[src/rtl/ptw_req_arbiter.sv]
// Two-requestor front end for a single page-table walker: picks one request,
// issues it to the walker, and routes the PTE back to the requestor that asked.
module ptw_req_arbiter (
  input  logic        clock,
  input  logic        reset_n,

  input  logic        io_requestor_0_req_valid,
  output logic        io_requestor_0_req_ready,
  input  logic [26:0] io_requestor_0_req_addr,
  input  logic [1:0]  io_requestor_0_req_prv,
  input  logic        io_requestor_0_req_store,
  input  logic        io_requestor_0_req_fetch,
  output logic        io_requestor_0_resp_valid,
  output logic [37:0] io_requestor_0_resp_pte_ppn,
  output logic [7:0]  io_requestor_0_resp_pte_perm,

  input  logic        io_requestor_1_req_valid,
  output logic        io_requestor_1_req_ready,
  input  logic [26:0] io_requestor_1_req_addr,
  input  logic [1:0]  io_requestor_1_req_prv,
  input  logic        io_requestor_1_req_store,
  input  logic        io_requestor_1_req_fetch,
  output logic        io_requestor_1_resp_valid,
  output logic [37:0] io_requestor_1_resp_pte_ppn,
  output logic [7:0]  io_requestor_1_resp_pte_perm,

  output logic        io_ptw_req_valid,
  input  logic        io_ptw_req_ready,
  output logic [26:0] io_ptw_req_addr,
  output logic [1:0]  io_ptw_req_prv,
  output logic        io_ptw_req_store,
  output logic        io_ptw_req_fetch,

  input  logic        io_ptw_resp_valid,
  input  logic [37:0] io_ptw_resp_pte_ppn,
  input  logic [7:0]  io_ptw_resp_pte_perm,
  input  logic        io_dpath_invalidate,
  output logic        io_busy
);

  typedef enum logic [1:0] {
    IDLE  = 2'd0,
    ISSUE = 2'd1,
    WAIT  = 2'd2,
    RESP  = 2'd3
  } state_e;

  state_e      state_q, state_d;
  logic        rr_q, rr_d;
  logic        kill_q, kill_d;
  logic        owner_q, owner_d;
  logic [26:0] addr_q, addr_d;
  logic [1:0]  prv_q, prv_d;
  logic        store_q, store_d;
  logic        fetch_q, fetch_d;
  logic [37:0] ppn_q, ppn_d;
  logic [7:0]  perm_q, perm_d;

  logic any_valid;
  logic sel;
  logic handshake;

  // Selection: a lone requestor wins outright; a tie goes to the rr pointer.
  always_comb begin
    any_valid = io_requestor_0_req_valid | io_requestor_1_req_valid;
    if (io_requestor_0_req_valid && !io_requestor_1_req_valid) begin
      sel = 1'b0;
    end else if (io_requestor_1_req_valid && !io_requestor_0_req_valid) begin
      sel = 1'b1;
    end else begin
      sel = rr_q;
    end
    handshake = (state_q == IDLE) && any_valid;
  end

  assign io_requestor_0_req_ready = (state_q == IDLE) && any_valid && !sel;
  assign io_requestor_1_req_ready = (state_q == IDLE) && any_valid &&  sel;

  assign io_ptw_req_valid = (state_q == ISSUE);
  assign io_ptw_req_addr  = addr_q;
  assign io_ptw_req_prv   = prv_q;
  assign io_ptw_req_store = store_q;
  assign io_ptw_req_fetch = fetch_q;

  assign io_requestor_0_resp_valid    = (state_q == RESP) && !owner_q;
  assign io_requestor_1_resp_valid    = (state_q == RESP) &&  owner_q;
  assign io_requestor_0_resp_pte_ppn  = ppn_q;
  assign io_requestor_0_resp_pte_perm = perm_q;
  assign io_requestor_1_resp_pte_ppn  = ppn_q;
  assign io_requestor_1_resp_pte_perm = perm_q;

  assign io_busy = (state_q != IDLE);

  always_comb begin
    // NOTE: every variable gets a default first so no path can infer a latch.
    state_d = state_q;
    rr_d    = rr_q;
    kill_d  = kill_q;
    owner_d = owner_q;
    addr_d  = addr_q;
    prv_d   = prv_q;
    store_d = store_q;
    fetch_d = fetch_q;
    ppn_d   = ppn_q;
    perm_d  = perm_q;

    unique case (state_q)
      IDLE: begin
        if (handshake) begin
          owner_d = sel;
          rr_d    = ~sel;
          addr_d  = sel ? io_requestor_1_req_addr  : io_requestor_0_req_addr;
          prv_d   = sel ? io_requestor_1_req_prv   : io_requestor_0_req_prv;
          store_d = sel ? io_requestor_1_req_store : io_requestor_0_req_store;
          fetch_d = sel ? io_requestor_1_req_fetch : io_requestor_0_req_fetch;
          state_d = ISSUE;
        end
      end
      ISSUE: begin
        if (io_dpath_invalidate) kill_d = 1'b1;
        if (io_ptw_req_ready)    state_d = WAIT;
      end
      WAIT: begin
        if (io_dpath_invalidate) kill_d = 1'b1;
        if (io_ptw_resp_valid) begin
          // A same-cycle invalidate kills this response too.
          if (kill_q || io_dpath_invalidate) begin
            kill_d  = 1'b0;
            state_d = IDLE;
          end else begin
            ppn_d   = io_ptw_resp_pte_ppn;
            perm_d  = io_ptw_resp_pte_perm;
            state_d = RESP;
          end
        end
      end
      RESP: begin
        state_d = IDLE;
      end
      default: state_d = IDLE;
    endcase
  end

  // NOTE: sequential state uses non-blocking assignments only, so every
  // register samples the pre-edge values regardless of statement order.
  always_ff @(posedge clock or negedge reset_n) begin
    if (!reset_n) begin
      state_q <= IDLE;
      rr_q    <= 1'b0;
      kill_q  <= 1'b0;
      owner_q <= 1'b0;
    end else begin
      state_q <= state_d;
      rr_q    <= rr_d;
      kill_q  <= kill_d;
      owner_q <= owner_d;
    end
  end

  // NOTE: the captured request/response fields are reset as well because they
  // drive output ports directly and must read as zero while in reset.
  always_ff @(posedge clock or negedge reset_n) begin
    if (!reset_n) begin
      addr_q  <= '0;
      prv_q   <= '0;
      store_q <= 1'b0;
      fetch_q <= 1'b0;
      ppn_q   <= '0;
      perm_q  <= '0;
    end else begin
      addr_q  <= addr_d;
      prv_q   <= prv_d;
      store_q <= store_d;
      fetch_q <= fetch_d;
      ppn_q   <= ppn_d;
      perm_q  <= perm_d;
    end
  end

endmodule

[config.mk]
export PLATFORM = sky130hd
export DESIGN_NAME = ptw_req_arbiter
export DESIGN_NICKNAME = d
export VERILOG_FILES = /design/src/rtl/ptw_req_arbiter.sv
export SDC_FILE = /design/constraint.sdc
export NUM_CORES = 1
export LEC_CHECK = 0
export ABC_AREA = 1
export ABC_CLOCK_PERIOD_IN_PS = 2700
export CAP_MARGIN = 20
export CORE_MARGIN = 10
export CORE_UTILIZATION = 41
export CTS_CLUSTER_SIZE = 12
export DETAILED_ROUTE_END_ITERATION = 16
export PLACE_DENSITY_LB_ADDON = 0.1
export SLEW_MARGIN = 20
export SYNTH_ARGS = -nofsm -noshare
export SYNTH_HDL_FRONTEND = slang
export SYNTH_SLANG_ARGS = --single-unit
[constraint.sdc]
create_clock -name clock -period 2.7 [get_ports clock]
set_input_delay 0.27 -clock clock [delete_from_list [all_inputs] [get_ports clock]]
set_output_delay 0.27 -clock clock [all_outputs]
set_load 0.005 [all_outputs]
==> reports/results.tsv <==
stage	metric	value	unit
final_layout	fill count	840	
detailed_routing	Initial DRC Count	195	
sta	Max Fclk	0.450	GHz
detailed_routing	final WL	13000	um
power	Worst VDD drop	0.518	mV
setup_path	Worst Setup Path Type	reg -> out	
setup_path	crit path cell chain	inv_1, ha_1, nand2_1, inv_1, nand2_1, inv_1, clkdlybuf4s50_1	
clock_network	clk buf depth	2	
global_routing	first-pass GRT wire length	20600	um
clock_network	CTS tree	yes	
logic_synthesis	Mapped Area	4140	um2
detailed_routing	DR pass1 iterations	4	
logic_synthesis	Seq/Total Area, Yosys	49.6	%
floorplan	I/O pin cnt	244	
global_routing	Tot GR Track Use	17.7	%
floorplan	Core Footprint	9820	um2
power	pwr dens	951	nW/um2
setup_path	CP Launch Type	register	
detailed_routing	Via Count	3647	
global_routing	initial antenna violation count	0	
floorplan	starting density of the core	42.1	%
logic_synthesis	syn_area_per_cell	8.80	um2
sta	setup TNS	0	ps
detailed_routing	DRC	0	
detailed_routing	post-route ant nets	0	
global_routing	largest net degree at the start of global routing	83	
setup_path	reg2reg path depth	6	
global_routing	grt ovf	0	
clock_network	worst skew pair latency	340	ps
global_routing	vias in the first global route	3864	
final_layout	area of the multi-input gates	1320	um2
detailed_routing	per-cell routed wire length	16.2	um
floorplan	Die W	120	um
sta	RSZ-0062 raised after global routing	false	
final_layout	most frequent cells in the layout	clkdlybuf4s50_1, nand2_1, dfrtp_1	
placed_design	gpl congestion	0.804	
final_layout	register area	2050	um2
setup_path	Critical Path Source	state_q[1]	
final_layout	area grow syn2layout	56.8	%
logic_synthesis	#FFs+latches synth	82	
clock_network	post-CTS setup buffers	0	
placed_design	Port Buffers	243	
clock_network	CTS buffer count	9	
sta	Fin. Hold Viols	0	
clock_network	post-CTS resize count	0	
clock_network	clk slew on worst S/H paths	80	ps
sta	final worst path period share	82.2	%
logic_synthesis	top post-synthesis cells by area	dfrtp_1, nand2_1, buf_4, nand3_1, o21ai_2	
final_layout	commonest non-fill, non-tap cell in the layout	clkdlybuf4s50_1	
placed_design	placed wire-length estimate	10400	um
clock_network	H-tree Lvls	3	
setup_path	R2R Path End	io_requestor_0_resp_pte_ppn[1]	
final_layout	proportion of layout cells with a drive suffix above 1	9.57	%
setup_path	r2r setup slk	870	ps
setup_path	Worst Path Max Fanout	5	
run	# Max-Cap Violations	0	
floorplan	FP Rows	36	
setup_path	Arrival @ worst endpoint	1950	ps
setup_path	CP dominant cell by count	inv_1	
sta	hold_ws	468	ps
sta	Tmin final	2220	ps
detailed_routing	DR vias/cell	4.55	
setup_path	Critical Path Sink Type	output port	
sta	clk_skew	9.85	ps
setup_path	Reg2Reg Launch Point	state_q[0]	
sta	count of final setup violators	0	
clock_network	clk sink count	82	
sta	Slew HR	63.7	%
floorplan	Die Ht	120	um
final_layout	ANT cells	0	
run_status	status	finished, final reports clean	
logic_synthesis	Synth area leader	dfrtp_1	
setup_path	CP max-delay cell	clkdlybuf4s50_1	
floorplan	die area	14500	um2
sta	Tightest Pin Transition	543	ps
logic_synthesis	top cell type's share of synthesized area	49.6	%
logic_synthesis	Net Count, Synth	590	
clock_network	CTS root buf	clkbuf_8	
setup_path	Critical Path End	io_requestor_1_req_ready	
setup_path	WP data required	2430	ps
setup_path	max incr delay on CP	500	ps
sta	Slew Limit Fails	0	
logic_synthesis	Mapped Cells	470	
final_layout	fin nets	784	
power	P_leak	3.03	nW
min_path	Hold Crit Class	in -> reg	
logic_synthesis	Ys Warns	0	
logic_synthesis	Distinct cells, synth	19	
[critical path: cells and delay by family (launching register included)]
kind | cells | cell delay, ps
adder cells (fa/ha/maj) | 1 | 260
AND/OR/NAND/NOR | 2 | 160
buffers and inverters | 4 | 770
flip-flops | 1 | 430
[metal layers]
metal | vias to the layer above | wire length [um] | global-route usage, %
met5 | - | 0 | 0
met4 | 0 | 245 | 6.64
met3 | 16 | 1530 | 8.42
met2 | 170 | 6260 | 29.6
met1 | 1666 | 4970 | 19.1
li1 | 1795 | - | -
[cells by family (layout without fill, tap and decap cells)]
kind of cell             after synthesis  count (layout)  share of synthesized area (%)
AO/OA/AOI/OAI                         48              48                           9.10
adder cells (fa/ha/maj)                5               5                           1.51
buffers and inverters                130             329                           18.8
flip-flops                            82              82                           49.6
AND/OR/NAND/NOR                      205             205                           21.0
[worst min path at each step]
stage                            startpoint                               to  slack, ps  cells after the start
CTS                 io_ptw_resp_pte_perm[2]  io_requestor_0_resp_pte_perm[2]        450                      3
global placement                    reset_n   io_requestor_0_resp_pte_ppn[3]        340                      2
floorplan                           reset_n               io_ptw_req_addr[0]        -30                      0
detailed placement                  reset_n  io_requestor_0_resp_pte_perm[0]        350                      2
finish               io_ptw_resp_pte_ppn[2]   io_requestor_0_resp_pte_ppn[2]        470                      3
global route        io_ptw_resp_pte_ppn[26]  io_requestor_0_resp_pte_ppn[26]        460                      3
[timing repair]
item / CTS / global route
hold endpoints to repair: 82 / 0
hold buffers: 1 / 0
setup endpoints to repair: 0 / 0
[Yosys cell counts, drive strengths merged]
cell and count:
nand2 133, dfrtp 82, buf 67, nand3 66
inv 62, o21ai 47, nor2 6, ha 5
clkbuf 1, o22ai 1
[state kept, by name, indices dropped and copies added, names as in the netlist]
register	flops
io_ptw_req_addr	27
io_ptw_req_store	1
rr_q	1
kill_q	1
owner_q	1
io_requestor_0_resp_pte_ppn	38
state_q	2
io_ptw_req_prv	2
io_requestor_0_resp_pte_perm	8
io_ptw_req_fetch	1
[per-stage QoR]
| stage | util, % | power [mW] | instances | instance area, um2 | setup WS (ps) |
|---|---|---|---|---|---|
| 5_1_grt | 66.1 | 6.64 | 802 | 6490 | 309 |
| 4_1_cts | 66.1 | 6.28 | 802 | 6490 | 432 |
| 6_report | 66.1 | 6.17 | 802 | 6490 | 480 |
| 3_5_place_dp | 63.9 | 5.33 | 785 | 6270 | 752 |
| 2_1_floorplan | - | 3.61 | 470 | 4140 | 1230 |
| 3_3_place_gp | 63.9 | 5.25 | 785 | 6270 | 797 |
[power breakdown]
part | internal (mW) | switching, mW | total [mW]
clock network | 0.477 | 0.443 | 0.920
registers | 1.76 | 0.389 | 2.15
logic | 1.89 | 1.22 | 3.10
total | 4.12 | 2.05 | 6.17
[layout make-up]
type                    instances  area share (%)
clock buffers                  12            2.39
clock inverters                 4           0.771
inverters                      62            3.59
multi-input cells             258            20.3
flip-flops and latches         82            31.6
well taps                     133            2.56
repair buffers                251            38.8
Power figures use the tool's default switching activity.
